## config.mk

```make
export PLATFORM = sky130hd
export DESIGN_NAME = cpu_sequencer
export DESIGN_NICKNAME = d
export VERILOG_FILES = /design/src/rtl/cpu_sequencer.sv
export SDC_FILE = /design/constraint.sdc
export NUM_CORES = 1
export LEC_CHECK = 0
export ABC_AREA = 0
export BUFFER_PORTS_ARGS = -buffer_cell sky130_fd_sc_hd__buf_2
export CORE_UTILIZATION = 53
export CTS_BUF_LIST = sky130_fd_sc_hd__clkbuf_2 sky130_fd_sc_hd__clkbuf_4 sky130_fd_sc_hd__clkbuf_8
export DETAILED_ROUTE_END_ITERATION = 8
export GPL_TIMING_DRIVEN = 1
export MAX_ROUTING_LAYER = met4
export PLACE_DENSITY_LB_ADDON = 0.25
export SLEW_MARGIN = 20
export SYNTH_ARGS = -nofsm -noshare
export SYNTH_HDL_FRONTEND = slang
export SYNTH_SLANG_ARGS = --single-unit
```

## constraint.sdc

```tcl
create_clock -name clk -period 2.8 [get_ports clk]
set_input_delay 0.56 -clock clk [delete_from_list [all_inputs] [get_ports clk]]
set_output_delay 0.56 -clock clk [all_outputs]
set_load 0.005 [all_outputs]
```

## src/rtl/cpu_sequencer.sv

```systemverilog
// cpu_sequencer: multi-cycle fetch/decode/execute controller for the 16-bit CPU.
// Fetches instructions over a RAM req/ack handshake into an instruction
// register, owns the 8-bit PC, and sequences register-file / ALU / RAM controls.
//
// Ports:
//   clk, rst            - clock (rising edge), asynchronous active-high reset
//   start               - one-cycle pulse, starts execution from PC_RESET (IDLE/HALT only)
//   ram_req, ram_addr   - RAM read request and address (address stable while requesting)
//   ram_ack, ram_rdata  - RAM read data valid strobe and data
//   alu_code            - ALU operation select
//   reg_read, reg_write - register file read / write enables
//   wb_sel              - writeback source: 0 ALU result, 1 load_data
//   reg1, reg2          - destination/first source and second source register
//   load_data           - RAM data captured for LOAD writeback
//   branch_check        - ALU compare result for the branch in EXEC
//   pc, ir              - program counter and instruction register
//   halted, fault       - halt flag; fault code 00 none, 01 illegal opcode, 10 RAM timeout
//   retired             - retired instruction count (wraps)
module cpu_sequencer #(
  parameter logic [7:0]  PC_RESET    = 8'h00,
  parameter int unsigned ACK_TIMEOUT = 16
) (
  input  logic        clk,
  input  logic        rst,
  input  logic        start,
  output logic        ram_req,
  output logic [7:0]  ram_addr,
  input  logic        ram_ack,
  input  logic [15:0] ram_rdata,
  output logic [3:0]  alu_code,
  output logic        reg_read,
  output logic        reg_write,
  output logic        wb_sel,
  output logic [1:0]  reg1,
  output logic [1:0]  reg2,
  output logic [15:0] load_data,
  input  logic        branch_check,
  output logic [7:0]  pc,
  output logic [15:0] ir,
  output logic        halted,
  output logic [1:0]  fault,
  output logic [15:0] retired
);

  localparam int unsigned TW = $clog2(ACK_TIMEOUT + 1);

  localparam logic [3:0] OP_ADD  = 4'b0000;
  localparam logic [3:0] OP_SUB  = 4'b0100;
  localparam logic [3:0] OP_LOAD = 4'b1000;
  localparam logic [3:0] OP_JUMP = 4'b1100;

  localparam logic [3:0] ALU_ADD = 4'b1000;
  localparam logic [3:0] ALU_SUB = 4'b0100;

  localparam logic [1:0] FAULT_NONE    = 2'b00;
  localparam logic [1:0] FAULT_ILLEGAL = 2'b01;
  localparam logic [1:0] FAULT_TIMEOUT = 2'b10;

  typedef enum logic [2:0] {
    S_IDLE, S_FETCH, S_DECODE, S_EXEC, S_MEM, S_WB, S_HALT
  } state_t;

  state_t state, state_next;

  logic [TW-1:0] tcnt;
  logic          tcnt_last;

  logic [3:0] opcode;
  logic [1:0] rs1, rs2;
  logic [7:0] adr;
  logic       op_alu, op_branch;

  // Internal datapath strobes produced by the FSM decode
  logic fetch_done, mem_done, retire, pc_load, restart, set_illegal, set_timeout;

  assign opcode    = ir[15:12];
  assign rs1       = ir[11:10];
  assign rs2       = ir[9:8];
  assign adr       = ir[7:0];
  assign op_alu    = (opcode == OP_ADD) || (opcode == OP_SUB);
  assign op_branch = (opcode[3:2] == 2'b11) && (opcode[1:0] != 2'b00);
  // Last request cycle allowed before a missing ack becomes a fault
  assign tcnt_last = (tcnt == TW'(ACK_TIMEOUT - 1));

  // State register
  always_ff @(posedge clk or posedge rst) begin
    if (rst) state <= S_IDLE;
    else     state <= state_next;
  end

  // Next-state and Moore control decode
  always_comb begin
    state_next  = state;
    ram_req     = 1'b0;
    ram_addr    = 8'h00;
    alu_code    = 4'h0;
    reg_read    = 1'b0;
    reg_write   = 1'b0;
    wb_sel      = 1'b0;
    reg1        = 2'b00;
    reg2        = 2'b00;
    halted      = 1'b0;
    fetch_done  = 1'b0;
    mem_done    = 1'b0;
    retire      = 1'b0;
    pc_load     = 1'b0;
    restart     = 1'b0;
    set_illegal = 1'b0;
    set_timeout = 1'b0;
    case (state)
      S_IDLE: begin
        if (start) begin
          restart    = 1'b1;
          state_next = S_FETCH;
        end
      end
      S_FETCH: begin
        ram_req  = 1'b1;
        ram_addr = pc;
        // Ack on the final allowed cycle still completes the fetch
        if (ram_ack) begin
          fetch_done = 1'b1;
          state_next = S_DECODE;
        end else if (tcnt_last) begin
          set_timeout = 1'b1;
          state_next  = S_HALT;
        end
      end
      S_DECODE: begin
        if (op_alu || op_branch) begin
          state_next = S_EXEC;
        end else if (opcode == OP_LOAD) begin
          state_next = S_MEM;
        end else if (opcode == OP_JUMP) begin
          pc_load    = 1'b1;
          retire     = 1'b1;
          state_next = S_FETCH;
        end else begin
          set_illegal = 1'b1;
          state_next  = S_HALT;
        end
      end
      S_EXEC: begin
        reg_read   = 1'b1;
        reg1       = rs1;
        reg2       = rs2;
        retire     = 1'b1;
        state_next = S_FETCH;
        if (op_branch) begin
          alu_code = opcode;
          pc_load  = branch_check;
        end else begin
          alu_code  = (opcode == OP_SUB) ? ALU_SUB : ALU_ADD;
          reg_write = 1'b1;
        end
      end
      S_MEM: begin
        ram_req  = 1'b1;
        ram_addr = adr;
        if (ram_ack) begin
          mem_done   = 1'b1;
          state_next = S_WB;
        end else if (tcnt_last) begin
          set_timeout = 1'b1;
          state_next  = S_HALT;
        end
      end
      S_WB: begin
        reg_write  = 1'b1;
        wb_sel     = 1'b1;
        reg1       = rs1;
        retire     = 1'b1;
        state_next = S_FETCH;
      end
      S_HALT: begin
        halted = 1'b1;
        if (start) begin
          restart    = 1'b1;
          state_next = S_FETCH;
        end
      end
      default: state_next = S_IDLE;
    endcase
  end

  // PC, IR, load data, retire count, fault code and ack timeout counter
  always_ff @(posedge clk or posedge rst) begin
    if (rst) begin
      pc        <= PC_RESET;
      ir        <= 16'h0000;
      load_data <= 16'h0000;
      retired   <= 16'h0000;
      fault     <= FAULT_NONE;
      tcnt      <= '0;
    end else begin
      if (restart)         pc <= PC_RESET;
      else if (fetch_done) pc <= pc + 8'd1;
      else if (pc_load)    pc <= adr;

      if (fetch_done) ir        <= ram_rdata;
      if (mem_done)   load_data <= ram_rdata;

      if (restart)     retired <= 16'h0000;
      else if (retire) retired <= retired + 16'd1;

      if (restart)          fault <= FAULT_NONE;
      else if (set_illegal) fault <= FAULT_ILLEGAL;
      else if (set_timeout) fault <= FAULT_TIMEOUT;

      // Request states are always separated by a non-request state, so
      // clearing outside a pending request equals clearing on entry.
      if (ram_req && !ram_ack) tcnt <= tcnt + TW'(1);
      else                     tcnt <= '0;
    end
  end

endmodule

```

Word level (Yosys, flattened, before mapping)
Cells that the tools add are included.
{"block": "word_totals", "elab_cells": 83, "input_bits": 21, "reg_bits": 66}
{"block": "classes", "addsub": 3, "muxes": 47, "n_eq_ne": 12, "reduce_logical": 14}
{"operator": "$mux 16", "count": 2}
{"operator": "$mux 8", "count": 3}
{"operator": "$mux 1", "count": 21}
{"operator": "$mux 3", "count": 7}
{"operator": "$add 16x1->16 const B", "count": 1}
{"operator": "$pmux 8 s2", "count": 1}
{"operator": "$pmux 3 s5", "count": 1}
{"operator": "$mux 4", "count": 3}
{"operator": "$mux 2", "count": 5}
{"operator": "$eq 3x3->1 const B", "count": 3}
{"operator": "$add 8x1->8 const B", "count": 1}
{"operator": "$eq 4x4->1 const B", "count": 2}
{"operator": "$eq 3x2->1 const B", "count": 2}
{"operator": "$pmux 1 s2", "count": 3}
{"operator": "$reduce_bool 3->1", "count": 2}
{"operator": "$reduce_or 2->1", "count": 3}
{"operator": "$add 5x1->5 const B", "count": 1}
{"operator": "$eq 5x4->1 const B", "count": 1}
{"operator": "$mux 5", "count": 1}
{"operator": "$eq 4x3->1 const B", "count": 1}
{"operator": "$logic_not 4->1", "count": 1}
{"operator": "$reduce_bool 2->1", "count": 2}
{"operator": "$eq 3x1->1 const B", "count": 1}
{"operator": "$logic_not 3->1", "count": 1}
{"operator": "other kinds (5)", "count": 7}

Logic depth before layout (Yosys ltp)
Gate-level depths: netlist of run 1.
{"block": "depth", "ltp_word": 8, "mapped_depth": 7, "ltp_nobuf": 7}

Worst setup path after synthesis of run 1
Ideal clock, no wire load.
{"block": "synth_path", "path_kind": "reg-to-output", "from": "register state[0]", "to": "output ram_addr[0]", "arrival_ps": 1350, "path_buffers": 2, "path_slack_ps": 890, "path_stages_with_launch": 6, "t_required_ps": 2240, "path_cell_list": "dfrtp_1 > clkbuf_1 > nor2b_1 > clkbuf_1 > a22oi_1 > nor2_1"}
{"block": "synth_via", "elab_chain_len": 2, "elab_cells_between_ends": 3}
{"item": "from (decl)", "line": "63", "text": "state_t state, state_next;"}
{"item": "from (signal assigned)", "line": "88", "text": "else state <= state_next;"}
{"item": "$eq 3x3->1 or $eq 3x1->1 (tied branches)", "line": "110", "text": "case (state)"}
{"item": "$pmux 8 s2 (*)", "line": "110"}
{"item": "to (decl)", "line": "27", "text": "output logic [7:0] ram_addr,"}
Mark *: on every way between the ends. The rest lies on a longest branch, timed or not.

Final worst setup path of run 1
{"block": "layout_path", "from": "register state[0]", "to": "output ram_addr[1]"}
Same word-level chain as after synthesis.

==> summary.md, run 1 <==
| Metric | Value |
|---|---|
| Normalized max-slew margin | `0.554` |
| Proportion of netlist area held by the largest area contributor | `0.496` |
| Die Span Y | `81.3 um` |
| Via density | `5.84` |
| Post-synth net total | `337` |
| Initial antenna violation count | `0` |
| Nature of the critical path startpoint | `register` |
| H-tree depth | `3` |
| Mapped Area | `3330 um2` |
| Root cell of the clock tree | `clkbuf_8` |
| Worst-path cell chain | `nor2b_1, buf_4, a22oi_1, nor2_1, buf_2` |
| R2R Setup Slk | `0.69 ns` |
| Die Wd | `81.3 um` |
| Hold Path Class | `in -> async` |
| Proportion of synthesized chip area in sequential cells | `0.496` |
| CP Data Required Time | `2.24 ns` |
| I/O pins | `100` |
| Num CTS Buffers | `9` |
| Clock Skew | `0.00934 ns` |
| CTS Hold Bufs | `0` |
| Async SR Flop Fraction | `1.00` |
| Crit path DAT | `1.74 ns` |
| Post-CTS setup buffer count | `0` |
| Clock period minus worst slack | `2.30 ns` |
| Sequential Area | `1650 um2` |
| Core area | `5990 um2` |
| Number of enable flip-flop cells after synthesis | `0` |
| RSZ-0062 raised after global routing | `no` |
| Post-Synthesis Cells | `312` |
| DRC viols | `0` |
| Post-Route WL | `8.14 mm` |
| Yosys top cell by area | `dfrtp_1` |
| Fin. Hold Viols | `0` |
| FMAX | `0.435 GHz` |
| RePlAce Congestion | `0.815` |
| Final critical-path share of the clock period | `0.821` |
| Vias | `2,908` |
| Vias in the first global route | `2,674` |
| Leak pwr | `0.00210 uW` |
| Total GRT Usage | `0.272` |
| Max Cap Viol | `0` |
| Clock Latency Late Sink | `0.34 ns` |
| Port Buffers | `99` |
| Final cell count without fillers | `498` |
| 1st-pass router iterations | `4` |
| Crit-path max cell delay | `0.62 ns` |
| # rows | `28` |
| Synth Warn # | `0` |
| Largest net degree at the start of global routing | `26` |
| Fillcell total | `474` |
| Slowest-stage cell, CP | `dfrtp_1` |
| Seq cells post-synth | `66` |
| Final setup violation count | `0` |
| Global-route wire length before repair | `12.9 mm` |
| Die area | `6610 um2` |
| CTS tree | `built` |
| Setup TNS | `0 ns` |
| Placed insts | `483` |
| Outcome | `finished clean` |
| Area of the multi-input gates | `1580 um2` |
| Fin. max-slew vios | `0` |
| Post-CTS Resized | `0` |
| Synth top area cells | `dfrtp_1, mux2_2, nand2_1` |
| Crit Path Category | `reg -> out` |
| Wire per inst | `16.3 um` |
| Initial Util | `0.556` |
| Layout Nets | `444` |
| Total gr overflow | `0` |
| Worst-path fanout max | `16` |
| Synth Area per Inst | `10.7 um2` |
| Detail Placement HPWL | `5.85 mm` |
| Most used DFF post-synth | `dfrtp_1` |
| CP Capture Type | `output port` |
| Worst-margin pin slew | `0.663 ns` |
| Pwr dens | `956 nW/um2` |
| Clk sinks | `66` |
| Area growth from synthesis to layout | `25.6%` |
| Share of cells above drive strength 1 | `0.392` |
| Final ANT Viol Nets | `0` |
| Peak supply drop | `622 uV` |
| Number of distinct library cells after synthesis | `53` |
| Clock Path Buffers | `2` |
| Drt first-iter violations | `193` |
| Worst-path clk slew | `0.07 ns` |
| Antenna cell count | `0` |
==> per-layer routing <==
| metal | GRT usage | wire [um] |
|---|---|---|
| met3 | 0.0573 | 431 |
| met4 | 0.120 | 104 |
| met1 | 0.335 | 3600 |
| met5 | - | 0 |
| met2 | 0.430 | 4000 |
==> path summary, 6_finish.rpt <==
| kind | startpoint | endpoint | cells past startpoint |
|---|---|---|---|
| worst max-delay path | state[0]$_DFFE_PP0P_ | ram_addr[1] | 5 |
| worst min-delay path | rst | ir[8]$_DFFE_PP0P_ | 2 |
| worst max register to register | state[2]$_DFFE_PP0P_ | pc[3]$_DFFE_PP0P_ | 5 |
| worst min register to register | tcnt[0]$_DFF_PP0_ | tcnt[0]$_DFF_PP0_ | 1 |
| max in group asynchronous | rst | pc[3]$_DFFE_PP0P_ | 3 |
| min in group clk | ram_rdata[12] | ir[12]$_DFFE_PP0P_ | 3 |
==> power breakdown <==
| part | switching (uW) | total, uW | internal (uW) |
|---|---|---|---|
| Combinational | 701 | 1440 | 735 |
| Clock | 352 | 918 | 566 |
| Sequential | 374 | 1650 | 1270 |
==> metrics by stage <==
| step | instance area, um2 | total power [uW] | hold WS (ns) | util | setup WS, ns |
|---|---|---|---|---|---|
| global placement | 3960 | 3030 | 0.453 | 0.660 | 0.777 |
| CTS | 4180 | 4020 | 0.267 | 0.698 | 0.494 |
| global route | 4180 | 4260 | 0.308 | 0.698 | 0.350 |
| floorplan | 3330 | 2420 | 0.433 | - | 0.585 |
| detailed placement | 3960 | 3100 | 0.460 | 0.660 | 0.714 |
| finish | 4180 | 4000 | 0.251 | 0.698 | 0.501 |
==> sequential cells by signal (all words and copies together) (netlist names) <==
signal	cells
ir	16
retired	16
load_data	16
fault	2
pc	8
tcnt	5
state	3
==> Yosys cell counts (6+ instances only) <==
cell type	number
dfrtp_1	66
mux2_2	29
nand2_1	22
nor2_1	17
a21oi_1	14
inv_1	13
o21ai_0	13
and3_1	10
a22oi_1	9
buf_2	8
o31ai_1	7
clkbuf_1	6
nand3_1	6
nor3_1	6
o211ai_1	6
==> cells in the final DEF (no fill, tap or decap), types with 7 or more instances in the layout <==
cell type / Yosys / routed
o31ai_1: 7 / 7
buf_2: 8 / 99
nand2_1: 22 / 22
buf_4: 0 / 12
o21ai_0: 13 / 13
a22oi_1: 9 / 9
clkbuf_8: 0 / 11
nor2_1: 17 / 17
mux2_2: 29 / 29
and3_1: 10 / 10
inv_1: 13 / 12
a21oi_1: 14 / 14
dfrtp_1: 66 / 66
==> critical path, delay by kind of cell (launching register included) <==
| kind | cells | cell delay, ns |
|---|---|---|
| AO/OA/AOI/OAI | 1 | 0.08 |
| flip-flops | 1 | 0.62 |
| buffers and inverters | 2 | 0.35 |
| AND/OR/NAND/NOR | 2 | 0.35 |
==> cell families (layout without fill, tap and decap cells) <==
| kind of cell | Yosys count | in the layout | share of synthesized area |
|---|---|---|---|
| adder cells (fa/ha/maj) | 4 | 4 | 0.0150 |
| flip-flops | 66 | 66 | 0.496 |
| AO/OA/AOI/OAI | 71 | 71 | 0.147 |
| XOR/XNOR | 6 | 6 | 0.0180 |
| buffers and inverters | 28 | 139 | 0.0368 |
| multiplexers | 34 | 34 | 0.113 |
| AND/OR/NAND/NOR | 103 | 103 | 0.174 |
==> area by class of cell <==
class                      count  share of cell area
tap                           75              0.0224
inverter                      13              0.0117
clock inverter                 2              0.0144
timing repair buffer         111               0.140
clock buffer                  13              0.0398
multi-input combinational    218               0.377
sequential                    66               0.395
No activity file was read; power rests on OpenSTA's default activity.
==> inputs of run 2 (changes only) <==
--- a/config.mk
+++ b/config.mk
@@ -7,7 +7,7 @@
 export LEC_CHECK = 0
 export ABC_AREA = 0
 export BUFFER_PORTS_ARGS = -buffer_cell sky130_fd_sc_hd__buf_2
-export CORE_UTILIZATION = 53
+export CORE_UTILIZATION = 48
 export CTS_BUF_LIST = sky130_fd_sc_hd__clkbuf_2 sky130_fd_sc_hd__clkbuf_4 sky130_fd_sc_hd__clkbuf_8
 export DETAILED_ROUTE_END_ITERATION = 8
 export GPL_TIMING_DRIVEN = 1
==> constraint.sdc (replaced) <==
create_clock -name clk -period 2.1 [get_ports clk]
set_input_delay 0.42 -clock clk [delete_from_list [all_inputs] [get_ports clk]]
set_output_delay 0.42 -clock clk [all_outputs]
set_load 0.005 [all_outputs]
==> run 2 against run 1 <==
  * Sequential share of layout area down 0.64 points
  * Cell count grew 2.2%
  * Highest routed layer unchanged
  * First-iteration DRC count up 3.6%
  * Largest cell class unchanged
==> summary.md, run 2 (synthesized netlist as in run 1, its figures left out) <==
| Metric | Value |
|---|---|
| Outcome | `finished clean` |
| Post-Place Cell Area | `4020 um2` |
| CP Data Required Time | `1.68 ns` |
| Layout Nets | `452` |
| 1st-pass router iterations | `5` |
| Routing usage on met2 | `0.371` |
| Fillcell total | `544` |
| # rows | `29` |
| Clock Path Buffers | `2` |
| RePlAce Congestion | `0.833` |
| Largest net degree at the start of global routing | `37` |
| Fin. max-slew vios | `0` |
| Worst-path fanout max | `10` |
| Initial Util | `0.510` |
| Peak supply drop | `796 uV` |
| H-tree depth | `3` |
| Share of cells above drive strength 1 | `0.419` |
| CTS tree | `built` |
| Die Wd | `85.3 um` |
| Antenna cell count | `0` |
| CTS Hold Bufs | `0` |
| Worst-margin pin slew | `0.453 ns` |
| Die area | `7280 um2` |
| Met3 usage | `0.0467` |
| Vias | `2,956` |
| Top Registers | `ir: 16 flops, load_data: 16 flops, retired: 16 flops` |
| Via density | `5.81` |
| Global-route wire length before repair | `13.2 mm` |
| Fin. Hold Viols | `0` |
| Final ANT Viol Nets | `0` |
| Utilization after layout | `0.652` |
| Setup ws final | `0.0580 ns` |
| Busiest grt layer | `met2` |
| Total GRT Usage | `0.240` |
| Wire per inst | `16.1 um` |
| Worst-path clk slew | `0.07 ns` |
| Seq pwr share | `0.405` |
| Die Span Y | `85.3 um` |
| Final setup violation count | `0` |
| Area growth from synthesis to layout | `27.8%` |
| Vias in the first global route | `2,757` |
| Port Buffers | `99` |
| Root cell of the clock tree | `clkbuf_8` |
| Comb pwr share | `0.393` |
| Nature of the critical path startpoint | `register` |
| Pre-CTS WS | `0.223 ns` |
| Hold WS | `0.0470 ns` |
| Final critical-path share of the clock period | `0.972` |
| Clk sinks | `66` |
| Clk pwr share | `0.201` |
| Final Cell Area | `4260 um2` |
| Normalized max-slew margin | `0.698` |
| Clock period minus worst slack | `2.04 ns` |
| Total gr overflow | `0` |
| Drt first-iter violations | `200` |
| Hold Path Class | `in -> async` |
| Clock Latency Late Sink | `0.34 ns` |
| CP Capture Type | `output port` |
| Detail Placement HPWL | `5.89 mm` |
| Crit Path Category | `reg -> out` |
| Max Cap Viol | `0` |
| Pwr dens | `1250 nW/um2` |
| Crit path DAT | `1.62 ns` |
| I/O pins | `100` |
| Internal power | `3370 uW` |
| Clock Skew | `0.00755 ns` |
| Initial antenna violation count | `0` |
| Num CTS Buffers | `9` |
| Leak pwr | `0.00214 uW` |
| NetSw | `1970 uW` |
| Post-Route WL | `8.22 mm` |
| Most frequent cells in the layout | `buf_2, dfrtp_1, mux2_2, nand2_1, buf_4` |
| Sw Ratio | `0.369` |
| FMAX | `0.490 GHz` |
| Met1 usage | `0.317` |
| Most common cell after layout, fill and taps aside | `buf_2` |
| DRC viols | `0` |
| Core area | `6530 um2` |
[run 2: area by class of cell]
class | count | area, um2 | share of cell area
sequential | 66 | 1650 | 0.388
multi-input combinational | 218 | 1600 | 0.375
timing repair buffer | 119 | 662 | 0.156
clock buffer | 11 | 145 | 0.0341
tap | 77 | 96.3 | 0.0226
clock inverter | 5 | 53.8 | 0.0126
inverter | 13 | 48.8 | 0.0115
[run 2: critical path: stages, from the launching register on]
cell and delay (ns):
dfrtp_1 0.38, buf_4 0.19, nor2b_4 0.19, buf_4 0.19, a22oi_1 0.10, nor2_1 0.10
buf_2 0.12
[run 2: power by group through the flow]
stage               Clock [uW]  Combinational (uW)  Sequential, uW
floorplan                    0                1120            2100
global placement             0                2020            2150
detailed placement           0                2050            2150
CTS                       1090                2080            2140
global route              1150                2300            2230
finish                    1070                2100            2160
[run 2: path summary, 6_finish.rpt]
check | from | endpoint | slack, ns | depth (start not counted)
setup reg to reg | state[2]$_DFFE_PP0P_ | retired[13]$_DFFE_PP0P_ | 0.13 | 6
setup / recovery | state[2]$_DFFE_PP0P_ | ram_addr[5] | 0.06 | 6
hold / removal | rst | retired[0]$_DFFE_PP0P_ | 0.05 | 2
hold reg to reg | tcnt[0]$_DFF_PP0_ | tcnt[0]$_DFF_PP0_ | 0.48 | 1
max in group asynchronous | rst | state[0]$_DFFE_PP0P_ | 1.49 | 3
min in group clk | ram_rdata[12] | ir[12]$_DFFE_PP0P_ | 0.30 | 3
[run 2: layer usage]
metal | routed length [um] | share of wire | vias up
li1 | - | - | 1383
met5 | 0 | 0 | -
met4 | 97 | 0.012 | 0
met3 | 425 | 0.052 | 13
met1 | 3790 | 0.46 | 1452
met2 | 3900 | 0.47 | 108
[run 2: repair_timing]
item	4_1_cts	5_1_grt
gates cloned	0	0
setup buffers	1	0
endpoints found under the setup margin	10	12
resized for setup	1	7
[run 2: metrics by stage]
step | TNS [ns] | total power (uW) | std cells
6_report | 0 | 5330 | 509
5_1_grt | -0.0260 | 5680 | 509
4_1_cts | 0 | 5310 | 509
3_5_place_dp | 0 | 4210 | 492
3_3_place_gp | 0 | 4160 | 492
2_1_floorplan | 0 | 3220 | 312
==> inputs of run 3 (changes only) <==
--- a/config.mk
+++ b/config.mk
@@ -6,10 +6,10 @@
 export NUM_CORES = 1
 export LEC_CHECK = 0
 export ABC_AREA = 0
-export BUFFER_PORTS_ARGS = -buffer_cell sky130_fd_sc_hd__buf_2
-export CORE_UTILIZATION = 48
+export CORE_UTILIZATION = 35
 export CTS_BUF_LIST = sky130_fd_sc_hd__clkbuf_2 sky130_fd_sc_hd__clkbuf_4 sky130_fd_sc_hd__clkbuf_8
 export DETAILED_ROUTE_END_ITERATION = 8
+export DONT_BUFFER_PORTS = 1
 export GPL_TIMING_DRIVEN = 1
 export MAX_ROUTING_LAYER = met4
 export PLACE_DENSITY_LB_ADDON = 0.25
==> run 3 against run 2 <==
  * Sequential share of layout area rose by 4.0 points
  * Maximum frequency up 0.62%
  * Combinational power shrank 25%
  * Count of clock-buffer cells in the layout did not move
==> summary.md, run 3 (synthesized netlist as in run 1, its figures left out) <==
| Metric | Value |
|---|---|
| Outcome | `finished clean` |
| Clk sinks | `66` |
| Worst r2r src | `retired[0]$_DFFE_PP0P_` |
| Clock Latency Late Sink | `0.34 ns` |
| Hold Path Class | `in -> async` |
| CP Data Required Time | `1.68 ns` |
| Layout Nets | `353` |
| Nature of the critical path startpoint | `register` |
| H-tree depth | `3` |
| Initial Util | `0.360` |
| Area growth from synthesis to layout | `15.9%` |
| Worst-path fanout max | `9` |
| Max Cap Viol | `0` |
| Die Wd | `99.6 um` |
| Global-route wire length before repair | `13.1 mm` |
| Worst-margin pin slew | `0.666 ns` |
| CTS Hold Bufs | `0` |
| Fin. Hold Viols | `0` |
| CTS tree | `built` |
| Share of cells above drive strength 1 | `0.243` |
| Clock period minus worst slack | `2.03 ns` |
| I/O pins | `100` |
| Post-CTS setup buffer count | `0` |
| Post-Route WL | `8.20 mm` |
| # rows | `35` |
| Port Buffers | `0` |
| Pwr dens | `1320 nW/um2` |
| Die area | `9910 um2` |
| Antenna cell count | `0` |
| Placed insts | `446` |
| RePlAce Congestion | `0.769` |
| Clock Skew | `0.00982 ns` |
| Total gr overflow | `0` |
| Core area | `9240 um2` |
| RSZ-0062 raised after global routing | `no` |
| Num CTS Buffers | `9` |
| Root cell of the clock tree | `clkbuf_8` |
| Final cell count without fillers | `462` |
| Normalized max-slew margin | `0.552` |
| CP Capture Type | `output port` |
| Crit path DAT | `1.61 ns` |
| Wire per inst | `17.7 um` |
| Setup TNS | `0 ns` |
| Initial antenna violation count | `0` |
| R2r endpoint | `retired[12]$_DFFE_PP0P_` |
| Total GRT Usage | `0.177` |
| Final critical-path share of the clock period | `0.966` |
| 1st-pass router iterations | `4` |
| Via density | `5.39` |
| Fin. max-slew vios | `0` |
| DRC viols | `0` |
| Utilization after layout | `0.418` |
| Worst reg-to-reg path cell count | `5` |
| Vias in the first global route | `2,494` |
| Vias | `2,490` |
| Drt first-iter violations | `89` |
| Die Span Y | `99.6 um` |
| Final setup violation count | `0` |
| Worst-path clk slew | `0.08 ns` |
| Fillcell total | `889` |
| R2R Setup Slk | `0.23 ns` |
| Top Registers | `ir: 16 flops, load_data: 16 flops, retired: 16 flops` |
| Most frequent cells in the layout | `dfrtp_1, mux2_2, nand2_1, buf_4, nor2_1` |
| Peak supply drop | `677 uV` |
| Detail Placement HPWL | `5.88 mm` |
| Crit Path Category | `reg -> out` |
| Clock Path Buffers | `2` |
| FMAX | `0.493 GHz` |
| Leak pwr | `0.00168 uW` |
| Largest net degree at the start of global routing | `37` |
| Most common cell after layout, fill and taps aside | `dfrtp_1` |
| Final ANT Viol Nets | `0` |
[run 3: worst max-delay path, cell delays in order, from the launching register on]
cell	delay [ns]
dfrtp_1	0.42
buf_4	0.19
nor2b_2	0.17
buf_4	0.17
a22oi_1	0.23
nor2_1	0.09
[run 3: timing repair]
item,CTS,global route
resized for setup,0,5
endpoints found under the hold margin,0,0
setup endpoints to repair,0,9
[run 3: worst max-delay path by stage]
| stage | from | endpoint | slack [ns] |
|---|---|---|---|
| 6_report | state[2]$_DFFE_PP0P_ | ram_addr[0] | 0.07 |
| 5_1_grt | state[2]$_DFFE_PP0P_ | ram_addr[6] | 0.01 |
| 4_1_cts | state[2]$_DFFE_PP0P_ | ram_addr[1] | 0.02 |
| 3_5_place_dp | retired[0]$_DFFE_PP0P_ | retired[12]$_DFFE_PP0P_ | 0.20 |
| 3_3_place_gp | ir[12]$_DFFE_PP0P_ | pc[5]$_DFFE_PP0P_ | 0.24 |
| 2_1_floorplan | rst | fault[0]$_DFFE_PP0P_ | 0.03 |
[run 3: report_power, final]
part           internal (uW)  switching [uW]
clock network            741             533
logic                    739             833
registers               1700             539
[run 3: through the flow]
stage / setup slack, ns / total power, uW / instance area [um2] / hold WS (ns)
final: 0.0706 / 5090 / 3860 / 0.0440
after CTS: 0.0249 / 5110 / 3850 / 0.0544
after detailed placement: 0.202 / 3830 / 3610 / 0.427
after floorplan: 0.0252 / 3220 / 3330 / 0.433
after global routing: 0.0114 / 5400 / 3860 / 0.0712
after global placement: 0.236 / 3780 / 3610 / 0.427
[run 3: area by class of cell]
type                       count  area (um2)  area share
sequential                    66        1650       0.428
multi-input combinational    218        1590       0.411
timing repair buffer          20         175      0.0454
tap                          129         161      0.0418
clock buffer                  11         151      0.0392
clock inverter                 5        85.1      0.0220
inverter                      13        48.8      0.0126
[run 3: layer usage]
| metal | up-vias | track usage | part of all wire |
|---|---|---|---|
| li1 | 1185 | - | - |
| met1 | 1222 | 0.228 | 0.46 |
| met2 | 76 | 0.270 | 0.46 |
| met3 | 7 | 0.0548 | 0.078 |
| met4 | 0 | 0.0509 | 0.0030 |
| met5 | - | - | 0 |
